===== src/rtl/debounce_pkg.sv =====
// rtl/debounce_pkg.sv - shared state encoding and 100 MHz board defaults for the multi-channel debouncer.
package debounce_pkg;

    typedef enum logic [1:0] {
        ST_IDLE_LO = 2'd0,
        ST_CHK_HI  = 2'd1,
        ST_IDLE_HI = 2'd2,
        ST_CHK_LO  = 2'd3
    } state_e;

    // 10 ms stability window, 500 ms first repeat, 100 ms repeat period at 100 MHz
    localparam int DEF_N_CH          = 5;
    localparam int DEF_LIMIT         = 1000000;
    localparam int DEF_SYNC_STAGES   = 2;
    localparam int DEF_REPEAT_DELAY  = 50000000;
    localparam int DEF_REPEAT_PERIOD = 10000000;

    function automatic int max2(input int a, input int b);
        return (a > b) ? a : b;
    endfunction

endpackage


===== src/rtl/debounce_chan.sv =====
// rtl/debounce_chan.sv - one debounce channel: synchroniser, stability FSM, press/release pulses.
// Optional auto-repeat of press while held high is enabled by DEBOUNCE_AUTOREPEAT_EN.
module debounce_chan
    import debounce_pkg::*;
#(
    parameter int LIMIT         = DEF_LIMIT,
    parameter int SYNC_STAGES   = DEF_SYNC_STAGES,
    parameter int REPEAT_DELAY  = DEF_REPEAT_DELAY,
    parameter int REPEAT_PERIOD = DEF_REPEAT_PERIOD
) (
    input  logic clk,
    input  logic rst,
    input  logic i_noise,
    output logic o_calm,
    output logic o_press,
    output logic o_release
);

    localparam int CW = $clog2(LIMIT + 1);
    localparam logic [CW-1:0] CNT_ONE  = CW'(1);
    localparam logic [CW-1:0] CNT_LAST = CW'(LIMIT - 1);

    if (LIMIT < 1 || SYNC_STAGES < 2 || REPEAT_DELAY < 1 || REPEAT_PERIOD < 1) begin : g_bad_param
        $error("debounce_chan: parameter below minimum");
    end

    logic [SYNC_STAGES-1:0] r_sync;
    logic                   w_s;
    state_e                 r_state;
    state_e                 w_state_nxt;
    logic [CW-1:0]          r_cnt;
    logic [CW-1:0]          w_cnt_nxt;
    logic                   r_calm;
    logic                   w_calm_nxt;
    logic                   r_press;
    logic                   w_press_nxt;
    logic                   r_release;
    logic                   w_release_nxt;
    logic                   w_rep_fire;

    always_ff @(posedge clk or posedge rst) begin
        if (rst) begin
            r_sync <= '0;
        end else begin
            r_sync <= {r_sync[SYNC_STAGES-2:0], i_noise};
        end
    end

    assign w_s = r_sync[SYNC_STAGES-1];

    always_comb begin
        w_state_nxt   = r_state;
        w_cnt_nxt     = r_cnt;
        w_calm_nxt    = r_calm;
        w_press_nxt   = 1'b0;
        w_release_nxt = 1'b0;
        case (r_state)
            ST_IDLE_LO: begin
                // LIMIT=1 accepts on the first differing cycle, skipping the check state
                if (w_s) begin
                    if (LIMIT == 1) begin
                        w_state_nxt = ST_IDLE_HI;
                        w_calm_nxt  = 1'b1;
                        w_press_nxt = 1'b1;
                    end else begin
                        w_state_nxt = ST_CHK_HI;
                        w_cnt_nxt   = CNT_ONE;
                    end
                end
            end
            ST_CHK_HI: begin
                if (!w_s) begin
                    w_state_nxt = ST_IDLE_LO;
                    w_cnt_nxt   = '0;
                end else if (r_cnt == CNT_LAST) begin
                    w_state_nxt = ST_IDLE_HI;
                    w_cnt_nxt   = '0;
                    w_calm_nxt  = 1'b1;
                    w_press_nxt = 1'b1;
                end else begin
                    w_cnt_nxt = r_cnt + CNT_ONE;
                end
            end
            ST_IDLE_HI: begin
                if (!w_s) begin
                    if (LIMIT == 1) begin
                        w_state_nxt   = ST_IDLE_LO;
                        w_calm_nxt    = 1'b0;
                        w_release_nxt = 1'b1;
                    end else begin
                        w_state_nxt = ST_CHK_LO;
                        w_cnt_nxt   = CNT_ONE;
                    end
                end
            end
            ST_CHK_LO: begin
                if (w_s) begin
                    w_state_nxt = ST_IDLE_HI;
                    w_cnt_nxt   = '0;
                end else if (r_cnt == CNT_LAST) begin
                    w_state_nxt   = ST_IDLE_LO;
                    w_cnt_nxt     = '0;
                    w_calm_nxt    = 1'b0;
                    w_release_nxt = 1'b1;
                end else begin
                    w_cnt_nxt = r_cnt + CNT_ONE;
                end
            end
            default: begin
                w_state_nxt = ST_IDLE_LO;
                w_cnt_nxt   = '0;
            end
        endcase
    end

`ifdef DEBOUNCE_AUTOREPEAT_EN
    localparam int RW = $clog2(max2(REPEAT_DELAY, REPEAT_PERIOD) + 1);
    localparam logic [RW-1:0] REP_ONE        = RW'(1);
    localparam logic [RW-1:0] REP_DELAY_LAST = RW'(REPEAT_DELAY - 1);
    localparam logic [RW-1:0] REP_PERIOD_LAST = RW'(REPEAT_PERIOD - 1);

    logic [RW-1:0] r_rep_cnt;
    logic          r_rep_arm;
    logic          w_rep_hold;

    // r_rep_arm selects the period once the first (longer) delay has elapsed
    assign w_rep_hold = (r_state == ST_IDLE_HI) && w_s;
    assign w_rep_fire = w_rep_hold &&
                        (r_rep_cnt == (r_rep_arm ? REP_PERIOD_LAST : REP_DELAY_LAST));

    always_ff @(posedge clk or posedge rst) begin
        if (rst) begin
            r_rep_cnt <= '0;
            r_rep_arm <= 1'b0;
        end else if (!w_rep_hold) begin
            r_rep_cnt <= '0;
            r_rep_arm <= 1'b0;
        end else if (w_rep_fire) begin
            r_rep_cnt <= '0;
            r_rep_arm <= 1'b1;
        end else begin
            r_rep_cnt <= r_rep_cnt + REP_ONE;
        end
    end
`else
    assign w_rep_fire = 1'b0;
`endif

    always_ff @(posedge clk or posedge rst) begin
        if (rst) begin
            r_state   <= ST_IDLE_LO;
            r_cnt     <= '0;
            r_calm    <= 1'b0;
            r_press   <= 1'b0;
            r_release <= 1'b0;
        end else begin
            r_state   <= w_state_nxt;
            r_cnt     <= w_cnt_nxt;
            r_calm    <= w_calm_nxt;
            r_press   <= w_press_nxt | w_rep_fire;
            r_release <= w_release_nxt;
        end
    end

    assign o_calm    = r_calm;
    assign o_press   = r_press;
    assign o_release = r_release;

endmodule


===== src/rtl/debouncer_multi.sv =====
// rtl/debouncer_multi.sv - N_CH independent debounce channels with level, press and release outputs.
// Optional auto-repeat of press is enabled by DEBOUNCE_AUTOREPEAT_EN.
module debouncer_multi
    import debounce_pkg::*;
#(
    parameter int N_CH          = DEF_N_CH,
    parameter int LIMIT         = DEF_LIMIT,
    parameter int SYNC_STAGES   = DEF_SYNC_STAGES,
    parameter int REPEAT_DELAY  = DEF_REPEAT_DELAY,
    parameter int REPEAT_PERIOD = DEF_REPEAT_PERIOD
) (
    input  logic            clk,
    input  logic            rst,
    input  logic [N_CH-1:0] i_noise,
    output logic [N_CH-1:0] o_calm,
    output logic [N_CH-1:0] o_press,
    output logic [N_CH-1:0] o_release
);

    for (genvar i = 0; i < N_CH; i++) begin : g_chan
        debounce_chan #(
            .LIMIT         (LIMIT),
            .SYNC_STAGES   (SYNC_STAGES),
            .REPEAT_DELAY  (REPEAT_DELAY),
            .REPEAT_PERIOD (REPEAT_PERIOD)
        ) u_chan (
            .clk       (clk),
            .rst       (rst),
            .i_noise   (i_noise[i]),
            .o_calm    (o_calm[i]),
            .o_press   (o_press[i]),
            .o_release (o_release[i])
        );
    end

endmodule

===== config.mk =====
export PLATFORM = sky130hd
export DESIGN_NAME = debouncer_multi
export DESIGN_NICKNAME = d
export VERILOG_FILES = /design/src/rtl/debounce_pkg.sv /design/src/rtl/debounce_chan.sv /design/src/rtl/debouncer_multi.sv
export SDC_FILE = /design/constraint.sdc
export NUM_CORES = 1
export LEC_CHECK = 0
export ABC_AREA = 1
export BUFFER_PORTS_ARGS = -buffer_cell sky130_fd_sc_hd__buf_4
export CAP_MARGIN = 20
export CORE_AREA = 10 10 132 134
export CTS_BUF_LIST = sky130_fd_sc_hd__clkbuf_8
export CTS_CLUSTER_DIAMETER = 60
export DETAILED_ROUTE_END_ITERATION = 6
export DIE_AREA = 0 0 142 144
export GPL_TIMING_DRIVEN = 0
export PLACE_DENSITY_LB_ADDON = 0.05
export SETUP_SLACK_MARGIN = 0.02
export SYNTH_ARGS = -nofsm -noshare
export SYNTH_HDL_FRONTEND = slang
export SYNTH_HIERARCHICAL = 1
export SYNTH_SLANG_ARGS = --single-unit

===== constraint.sdc =====
create_clock -name clk -period 1.6 [get_ports clk]
set_clock_uncertainty 0.05 [all_clocks]
set_input_delay 0.16 -clock clk [delete_from_list [all_inputs] [get_ports clk]]
set_output_delay 0.16 -clock clk [all_outputs]
set_load 0.03 [all_outputs]

==> results.ini <==
[yosys]
synth_enable_flop_cells=0
synthDominantCellAreaShare=0.4225
synthesis.yosys.warnings=6
post_synth.cell_area_avg_um2=7.052
synthTopCellsByArea=sky130_fd_sc_hd__dfrtp_1, sky130_fd_sc_hd__nand2_1, sky130_fd_sc_hd__nor2_1
async_set_or_reset_register_ratio_after_synthesis=1.000
synth_sequential_area_ratio=0.4225
syn-num-nets=1146
synthDominantAreaCellType=sky130_fd_sc_hd__dfrtp_1
netlist_instances=1134
netlist_area_um2=7996
ys_dominant_reg_cell=sky130_fd_sc_hd__dfrtp_1
ys_types=27
ys_seq_elements=135

[clock_network]
h-tree-depth=4
path_clk_slew_ns=0.08
cts_num_sinks=135
clock_tree.root_cell=sky130_fd_sc_hd__clkbuf_8
tritoncts_buffer_count=17
cts_buffer_depth=2
tritoncts=built
clkLatencyLatePin_ns=0.45

[routing]
route.detailed.drc=0
finalWirelength_um=19690
viasPerCell=5.254
drt_iter0_drc=630
detail_route.wl_per_cell_um=13.81
vias=7492
drt.antenna.violating_nets=0
detail_route.first_pass.iterations=5

[timing]
rsz0062_at_grt=yes
layout_min_cycle_time_ns=1.585
final_max_slew_viol_count=0
timing_worst_slew_pin_value_ns=0.5853
timing_hold_violations_final=0
relSlewSlack=0.6094
setup_viol_count_final=0
share_of_the_clock_period_used_by_the_worst_path=0.9905
maxClockFrequency_mhz=631.0

[place]
dp_hpwl_um=13280
gpl.final_weighted_congestion=0.9219
io_buffer_count=21

[grt]
overall_global_routing_resource_usage=0.1934
antenna_found_initial=0
pin_count_of_the_biggest_net_entering_global_routing=28
first_global_vias=6864
grt_remaining_overflow=0
grt_pass1_wl_um=32700

[finish]
layout_common_cells=sky130_fd_sc_hd__nand2_1, sky130_fd_sc_hd__nor2_1, sky130_fd_sc_hd__dfrtp_1, sky130_fd_sc_hd__inv_1, sky130_fd_sc_hd__nand3_1
filler_cell_count=1322
design.final.nets=1237
ant_cells=0
layout.cells.most_common=sky130_fd_sc_hd__nand2_1
post_route_cells_drive_above_1_share=0.2076
finalCoreUtilization=0.6643
layout-area-overhead-vs-synth_pct=23.49

[setup_path]
worst_ep_arrival_time_ns=1.87
startpoint_type=flop
critical_path.max_fanout=5
cp.required_ns=1.89
crit_type=flop to flop
worstSetupEndpointType=flop

[die]
area_of_the_core_um2=14860
initial_core_util=0.5380
floorplan.die.height_um=144
row_count=45
design.die.area_um2=20450
floorplan.die.width_um=142
io_pins=22

[run]
count_of_max_cap_constraint_violations=0

[power_and_ir_drop]
cellLeakagePower_uw=0.004393
design_power_total_uw=10180
max-vdd-ir-drop_uv=875.2
power.density_cell_area_nw_per_um2=1031

[hold_path]
hold_path.class=input port to async pin

[outcome]
result_of_the_run=finished, final reports clean

[stage by stage]
stage               cell area [µm²]  setup slack (ns)  hold WS (ns)  setup TNS [ns]  cells
floorplan                      7996            0.1174        0.1414               0   1134
global placement               8389           -0.1075        0.2200          -5.451   1343
detailed placement             8417           -0.1422        0.2206          -5.746   1344
CTS                            9128           0.02045        0.2714               0   1395
global route                   9874          -0.09017        0.1771          -1.732   1426
finish                         9874           0.01522        0.1990               0   1426
[registers in the layout (all words and copies together), names as in the netlist, named ones only]
register and count:
g_chan.u_chan/r_cnt 100, g_chan.u_chan/r_sync 10, g_chan.u_chan/o_calm 5, g_chan.u_chan/o_press 5, g_chan.u_chan/o_release 5, g_chan.u_chan/r_state 5
[layout make-up]
cell class	count	area, µm²	share of cell area
well taps	188	235.2	0.02382
plain buffers	8	78.83	0.007983
repair buffers	73	711.9	0.07210
flip-flops and latches	135	3397	0.3440
clock buffers	21	289.0	0.02927
inverters	129	486.7	0.04929
clock inverters	11	147.6	0.01495
multi-input cells	861	4528	0.4586
[worst paths after layout]
| kind | startpoint | end | slack (ns) | cells after the start |
|---|---|---|---|---|
| min in group clk | g_chan[3].u_chan/r_sync[0]$_DFF_PP0_ | g_chan[3].u_chan/r_sync[1]$_DFF_PP0_ | 0.30 | 0 |
| hold reg to reg | g_chan[3].u_chan/r_sync[0]$_DFF_PP0_ | g_chan[3].u_chan/r_sync[1]$_DFF_PP0_ | 0.30 | 0 |
| setup reg to reg | g_chan[0].u_chan/r_cnt[1]$_DFFE_PP0P_ | g_chan[0].u_chan/r_cnt[19]$_DFFE_PP0P_ | 0.02 | 9 |
| max in group asynchronous | rst | g_chan[2].u_chan/r_cnt[12]$_DFFE_PP0P_ | 0.66 | 4 |
| hold / removal | rst | g_chan[4].u_chan/r_cnt[7]$_DFFE_PP0P_ | 0.20 | 3 |
| setup / recovery | g_chan[0].u_chan/r_cnt[1]$_DFFE_PP0P_ | g_chan[0].u_chan/r_cnt[19]$_DFFE_PP0P_ | 0.02 | 9 |
[kinds of logic (layout without fill, tap and decap cells)]
kind of cell | Yosys count | in the layout | synth area share
adder cells (fa/ha/maj) | 5 | 5 | 0.007824
AND/OR/NAND/NOR | 716 | 717 | 0.3905
AO/OA/AOI/OAI | 104 | 104 | 0.06947
XOR/XNOR | 31 | 31 | 0.03395
buffers and inverters | 139 | 242 | 0.07072
flip-flops | 135 | 135 | 0.4225
multiplexers | 4 | 4 | 0.005007
[critical path, cell delays in order, from the launching register on]
cell and delay [ns]:
sky130_fd_sc_hd__dfrtp_1 0.42, sky130_fd_sc_hd__ha_4 0.19, sky130_fd_sc_hd__nand2_4 0.06, sky130_fd_sc_hd__nor2_4 0.14, sky130_fd_sc_hd__nand2_1 0.07, sky130_fd_sc_hd__nor2_1 0.14
sky130_fd_sc_hd__a21oi_2 0.12, sky130_fd_sc_hd__buf_6 0.16, sky130_fd_sc_hd__nand3_1 0.08, sky130_fd_sc_hd__nand2_1 0.05
[cells in the mapped netlist, drive strengths merged, types with 7 or more instances]
cell,n
o22ai,7
a21oi,9
buf,10
nand3,103
xor2,26
nor3,10
nand4,28
nand2,387
inv,129
dfrtp,135
nor2,188
o21ai,79
o21bai,9
[per-layer routing]
layer / GRT usage / part of all wire / up-vias
li1: - / - / 3796
met1: 0.2637 / 0.48 / 3495
met2: 0.2990 / 0.46 / 185
met3: 0.04526 / 0.050 / 16
met4: 0.05756 / 0.0098 / 0
met5: 0 / 0 / -
[report_power, final]
group          switching [µW]  leakage (µW)  internal [µW]
registers                 320       0.00181           3680
logic                    1920       0.00238           1200
clock network            1360      0.000204           1700
[what timing repair did]
item,CTS,global route
buffers inserted,12,26
endpoints found under the hold margin,124,0
gates cloned,1,3
gates resized for setup,30,127
endpoints found under the setup margin,100,92
hold buffers,6,0
pin swaps,5,33
No activity file was read; power rests on OpenSTA's default activity.
